## src/rtl/lut_sweep_engine.sv

```systemverilog
// Serially loaded N_IN-input truth table with single-shot evaluation and an
// exhaustive sweep that streams every entry out and counts the ones.
//
// state   | meaning
// S_IDLE  | accept load_start > start_sweep > in_valid (lower ones dropped)
// S_LOAD  | shift cfg_bit into table[ptr] on each cfg_valid, leave after last entry
// S_SWEEP | stream table[idx] onto y for every idx, accumulate ones
// S_DONE  | one-cycle completion pulse, publish the ones count
module lut_sweep_engine #(
  parameter int N_IN = 5
) (
  input  logic            clk,
  input  logic            rst,
  input  logic            load_start,
  input  logic            cfg_valid,
  input  logic            cfg_bit,
  output logic            cfg_ready,
  input  logic            in_valid,
  input  logic [N_IN-1:0] in_vec,
  input  logic            start_sweep,
  output logic            y,
  output logic            y_valid,
  output logic [N_IN-1:0] y_idx,
  output logic            busy,
  output logic            done,
  output logic [N_IN:0]   sweep_ones
);

  localparam int DEPTH = 1 << N_IN;
  localparam logic [N_IN-1:0] LAST = {N_IN{1'b1}};

  typedef enum logic [1:0] {
    S_IDLE,
    S_LOAD,
    S_SWEEP,
    S_DONE
  } state_t;

  state_t            state_q;
  logic [DEPTH-1:0]  table_q;
  logic [N_IN-1:0]   ptr_q;
  logic [N_IN-1:0]   idx_q;
  logic [N_IN:0]     acc_q;
  logic [N_IN:0]     sweep_ones_q;
  logic              y_q;
  logic              y_valid_q;
  logic [N_IN-1:0]   y_idx_q;

  always_ff @(posedge clk or posedge rst) begin
    if (rst) begin
      state_q      <= S_IDLE;
      table_q      <= '0;
      ptr_q        <= '0;
      idx_q        <= '0;
      acc_q        <= '0;
      sweep_ones_q <= '0;
      y_q          <= 1'b0;
      y_valid_q    <= 1'b0;
      y_idx_q      <= '0;
    end else begin
      y_valid_q <= 1'b0;
      case (state_q)
        S_IDLE: begin
          if (load_start) begin
            state_q <= S_LOAD;
            ptr_q   <= '0;
          end else if (start_sweep) begin
            state_q <= S_SWEEP;
            idx_q   <= '0;
            acc_q   <= '0;
          end else if (in_valid) begin
            y_q       <= table_q[in_vec];
            y_idx_q   <= in_vec;
            y_valid_q <= 1'b1;
          end
        end
        S_LOAD: begin
          if (cfg_valid) begin
            table_q[ptr_q] <= cfg_bit;
            ptr_q          <= ptr_q + 1'b1;
            // Last entry written: leave before the pointer can wrap onto entry 0.
            if (ptr_q == LAST) begin
              state_q <= S_IDLE;
            end
          end
        end
        S_SWEEP: begin
          y_q       <= table_q[idx_q];
          y_idx_q   <= idx_q;
          y_valid_q <= 1'b1;
          acc_q     <= acc_q + {{N_IN{1'b0}}, table_q[idx_q]};
          idx_q     <= idx_q + 1'b1;
          if (idx_q == LAST) begin
            state_q <= S_DONE;
          end
        end
        S_DONE: begin
          sweep_ones_q <= acc_q;
          state_q      <= S_IDLE;
        end
        default: state_q <= S_IDLE;
      endcase
    end
  end

  assign cfg_ready  = (state_q == S_LOAD);
  assign busy       = (state_q != S_IDLE);
  assign done       = (state_q == S_DONE);
  assign y          = y_q;
  assign y_valid    = y_valid_q;
  assign y_idx      = y_idx_q;
  assign sweep_ones = sweep_ones_q;

endmodule

```

## config.mk

```make
export PLATFORM = sky130hd
export DESIGN_NAME = lut_sweep_engine
export DESIGN_NICKNAME = d
export VERILOG_FILES = /design/src/rtl/lut_sweep_engine.sv
export SDC_FILE = /design/constraint.sdc
export NUM_CORES = 1
export LEC_CHECK = 0
export BUFFER_PORTS_ARGS = -buffer_cell sky130_fd_sc_hd__buf_2
export CAP_MARGIN = 20
export CORE_ASPECT_RATIO = 1.4
export CORE_MARGIN = 1
export CORE_UTILIZATION = 55
export CTS_BUF_LIST = sky130_fd_sc_hd__clkbuf_8
export CTS_CLUSTER_DIAMETER = 200
export CTS_CLUSTER_SIZE = 40
export DETAILED_ROUTE_END_ITERATION = 12
export PLACE_DENSITY = 0.82
export SYNTH_ARGS = -nofsm -noshare
export SYNTH_HDL_FRONTEND = slang
export SYNTH_SLANG_ARGS = --single-unit
```

## constraint.sdc

```tcl
create_clock -name clk -period 4.63 [get_ports clk]
set_input_delay 0.6945 -clock clk [delete_from_list [all_inputs] [get_ports clk]]
set_output_delay 0.6945 -clock clk [all_outputs]
set_load 0.1 [all_outputs]
```

# After elaboration in Yosys (flattened, before gate mapping)

Cells that the tools add are included.

$add $sub $neg: 3
$lt $le $gt $ge: 4
Equal/unequal tests: 14
Multiplexer cells: 34
Reduce and logical (&&, ||, !) cells: 10

Operators with widths:

| kind                                                                                | number |
|---|---|
| 5-bit 2-to-1 mux                                                                    | 7 |
| 32-bit bitwise mux                                                                  | 1 |
| 5-bit one-hot mux with 2 select lines                                               | 3 |
| 5-bit by 6-bit less-than comparator with 1-bit output, second input constant        | 3 |
| 2-bit inequality test, second input constant                                        | 7 |
| 6-bit 2-to-1 mux                                                                    | 2 |
| 6-bit one-hot mux with 2 select lines                                               | 1 |
| 5-bit by 1-bit adder with 5-bit output, second input constant                       | 2 |
| 1-bit binary-select mux with 5-bit select                                           | 2 |
| 5-bit == test, second input constant                                                | 2 |
| 2-bit 2-to-1 mux                                                                    | 5 |
| 1-bit 2-to-1 mux                                                                    | 9 |
| 2-bit one-hot mux with 4 select lines                                               | 1 |
| 4-bit AND reduction                                                                 | 2 |
| 6-bit by 1-bit adder with 6-bit output                                              | 1 |
| 3-bit AND reduction                                                                 | 2 |
| 2-bit nonzero test                                                                  | 3 |
| 1-bit demux with 5-bit select                                                       | 1 |
| 5-bit by 1-bit greater-or-equal comparator with 1-bit output, second input constant | 1 |
| 2-bit == test, second input constant                                                | 2 |
| 1-bit one-hot mux with 2 select lines                                               | 2 |
| 3-bit inequality test, second input constant                                        | 1 |
| 2-bit by 1-bit == test with 1-bit output, second input constant                     | 1 |
| 2-bit zero test                                                                     | 1 |
| 3 further kinds                                                                     | 3 |

Flip-flop bits (word level): 63
Input bits: 12
Output and inout bits: 16
Word-level logic and storage cells: 74

# Logic depth before layout (Yosys ltp)

Depth after elaboration: 6
Depth in mapped cells: 13
Mapped depth without buffers: 11

# Worst setup path before layout

No wires, ideal clock.

Kind: flip-flop to output port
From: reg state_q[0]
To: out cfg_ready
Data arrival time: 2.051 ns
Required time: 3.936 ns
Slack: 1.885 ns
Stages on the path, launching flop included: 3
Buffers on the path: 1
Cell sequence: dfrtp_1 -> clkbuf_1 -> nor2b_1

Longest elaborated chain between the ends: 1

RTL lines:

| item                                     | line | text |
|---|---|---|
| start: declaration                       | 39   | `state_t state_q;` |
| start signal: assignment                 | 51   | `state_q <= S_IDLE;` |
| start signal: assignment                 | 65   | `state_q <= S_LOAD;` |
| start signal: assignment                 | 68   | `state_q <= S_SWEEP;` |
| 2-bit by 1-bit == test with 1-bit output | 106  | `assign cfg_ready = (state_q == S_LOAD);` |
| end: declaration                         | 17   | `output logic cfg_ready,` |

Every way passes these cells.

# Worst setup path after layout

From: reg idx_q[1]
To: reg acc_q[4]

Longest elaborated chain between the ends: 4

RTL lines:

| item                                      | line | text |
|---|---|---|
| start: declaration                        | 42   | `logic [N_IN-1:0] idx_q;` |
| start signal: assignment                  | 92   | `idx_q <= idx_q + 1'b1;` |
| 1-bit binary-select mux with 5-bit select | 91   | `acc_q <= acc_q + {{N_IN{1'b0}}, table_q[idx_q]};` |
| 1-bit 2-to-1 mux (implied by the code)    | 91   |  |
| 6-bit by 1-bit adder with 6-bit output    | 91   |  |
| 6-bit one-hot mux with 2 select lines     | 62   | `case (state_q)` |
| end signal: assignment                    | 91   |  |
| end: declaration                          | 43   | `logic [N_IN:0] acc_q;` |

Every way passes these cells. The select of a mux whose other input is x is not followed.
A chain may end at the register's enable or synchronous reset.

==> results.yml <==
critical_path:
  crit_family: "flip-flops"
  worstSetupEndpointType: "register"
  r2r_start: "idx_q[1]"
  cp_cell_sequence: "mux2i_1, a22oi_1, nand4b_1, o22ai_1, a311oi_1, inv_1, ha_1, ha_1, nand4_1, xor2_1, nor2_1"
  crit_fanout: 20
  critPathLaunch: "idx_q[1]"
  crit_top_cell: "ha_1"
  required_ps: 4860
  worstPathArrival_ps: 3060
  slowest_stage: "dfrtp_1"
  start_kind: "register"
  slowest_delay_ps: 960
  critPathBufInv: 1
  crit_type: "register to register"
yosys:
  syn_area_per_cell_um2: 10.5
  ys_seq_elements: 63
  synth_edf_count: 0
  synth_flop_cell: "dfrtp_1"
  synth_nets: 352
  seq_area_frac_synth_pct: 45.2
  synth.distinct_cells: 40
  async_reset_ff_share_pct: 100
  yosysWarnings: 0
  synth_area_mm2: 0.00349
  synthCells: 331
worst_hold_path:
  min_from: "sweep_ones[2]"
  hold_path_class: "register to register"
clocking:
  clockRootBuffer: "clkbuf_8"
  clock_latency_ps: 350
  cts_resized: 0
  clkSinkCount: 63
  htree_levels: 3
  cts_tree: "yes"
  clk_pin_slew_ps: 70
  postCtsHoldBufs: 0
  cts_setup_buffers: 0
  cts_made_buffers: 9
  cts.path.max_buffers: 2
drt:
  first_pass_iters: 6
  avgViaCountPerCell: 6.16
  drt_iter0_markers: 137
  drc: 0
  routedWlPerCell_um: 18.1
  vias: 2632
  routed_wl_mm: 7.74
  ant_nets: 0
floorplan:
  rows: 34
  io_pins: 28
  die_w_um: 69.3
  die_y_um: 96.3
  die-area_mm2: 0.00667
  core_mm2: 0.00617
  start_util_pct: 56.6
run:
  cap_violations: 0
timing:
  final-max-slew-violation-count: 0
  hold_violations: 0
  tightest_slew_ps: 977
  max_freq_ghz: 0.354
  max_slew_margin_pct: 34.0
  finalCritPeriodShare_pct: 61.1
  tns_ps: 0
  hold_ws_ps: 500
  setup_viol: 0
  rsz0062_at_grt: "no"
  fin_crit_ps: 2830
  skew_ps: 10.8
layout:
  syn_to_final_growth_pct: 9.71
  regArea_mm2: 0.00158
  final_cell_mix: "63 x dfrtp_1, 42 x nand2_1, 40 x mux2_2"
  mostFrequentLayoutCell: "dfrtp_1"
  num-fill-cells: 496
  nets: 371
  final_util_pct: 62.1
  n_antenna_cell: 0
  drive_above_1_share_pct: 26.2
  multiInputGateArea_mm2: 0.00179
pwr:
  peakVddDrop_mv: 0.229
  power_leakage_nw: 1.82
  power_density_mw_per_mm2: 548
run_status:
  status: "finished, final reports clean"
placement:
  gp_congestion: 0.876
  dpl.hpwl_mm: 5.60
  io_buffers: 27
global_route:
  grt_pass1_wl_mm: 12.5
  grt-ovfl-total: 0
  antenna_found_initial: 0
  grt_pass1_vias: 2617
  track_usage_pct: 24.9
  grt_max_degree: 64
[per-layer routing]
| metal | wire [um] | vias to the layer above | track usage, % |
|---|---|---|---|
| met5 | 0 | - | 0 |
| met4 | 459 | 0 | 18.0 |
| met3 | 360 | 35 | 5.76 |
| met2 | 4050 | 97 | 44.9 |
| met1 | 2870 | 1291 | 25.3 |
| li1 | - | 1209 | - |
[per-stage QoR]
step | power, W | instances | instance area (um2) | setup WS (ps)
final | 0.00210 | 427 | 3830 | 1800
after global routing | 0.00220 | 427 | 3830 | 1590
after CTS | 0.00211 | 427 | 3830 | 1840
after detailed placement | 0.00163 | 411 | 3630 | 1870
after global placement | 0.00160 | 411 | 3630 | 1980
after floorplan | 0.00147 | 331 | 3490 | 1880
[layout make-up]
type	count	area share [%]
multi-input combinational	239	46.7
inverter	9	0.882
clock buffer	10	3.59
tap	72	2.35
timing repair buffer	28	3.72
clock inverter	6	1.57
sequential	63	41.2
[state kept, by name (all words and copies together) (netlist names)]
signal	cells
ptr_q	5
idx_q	5
y_idx	5
table_q	32
acc_q	6
state_q	2
y	1
y_valid	1
sweep_ones	6
[cell usage after synthesis, drive strengths merged (2+ instances only)]
| master | count | area share [%] |
|---|---|---|
| ha | 9 | 3.2 |
| nor2b | 7 | 1.3 |
| nand2 | 42 | 4.5 |
| nor2 | 30 | 3.2 |
| xor2 | 5 | 1.3 |
| inv | 9 | 0.97 |
| nand4b | 2 | 0.50 |
| nand4 | 4 | 0.72 |
| dfrtp | 63 | 45 |
| and2 | 2 | 0.36 |
| nand3 | 7 | 1.0 |
| nor3b | 2 | 0.43 |
| a22o | 6 | 1.5 |
| nand3b | 3 | 0.65 |
| a21oi | 8 | 1.1 |
| clkbuf | 13 | 1.4 |
| a221oi | 2 | 0.50 |
| mux2i | 21 | 6.0 |
| a22oi | 4 | 0.86 |
| and3 | 9 | 1.6 |
| mux4 | 6 | 3.9 |
| mux2 | 40 | 13 |
| nor3 | 3 | 0.43 |
| o21ai | 9 | 1.3 |
| a31oi | 5 | 0.90 |
| buf | 7 | 1.2 |
[where the power goes]
group	switching, W	internal (W)	leakage [nW]
clock	0.000213	0.000260	0.0981
combinational	0.000582	0.000245	0.874
sequential	0.000150	0.000650	0.852
[logic make-up after synthesis]
logic type                 synth area share, %
AOI/OAI and AO/OA                         7.96
and+or+nand+nor                           15.8
muxes                                     22.8
DFF                                       45.2
xor gates and xnor gates                  1.51
adders and majority gates                 3.23
buffers and inverters                     3.58
[final timing paths]
kind                       depth (start not counted)  slack, ps             to
max in group asynchronous                          3       3550    table_q[28]
hold / removal                                     1        500  sweep_ones[2]
setup reg to reg                                  11       1800       acc_q[4]
hold reg to reg                                    1        500  sweep_ones[2]
min in group asynchronous                          3        580     state_q[0]
setup / recovery                                  11       1800       acc_q[4]
Power figures use the tool's default switching activity.
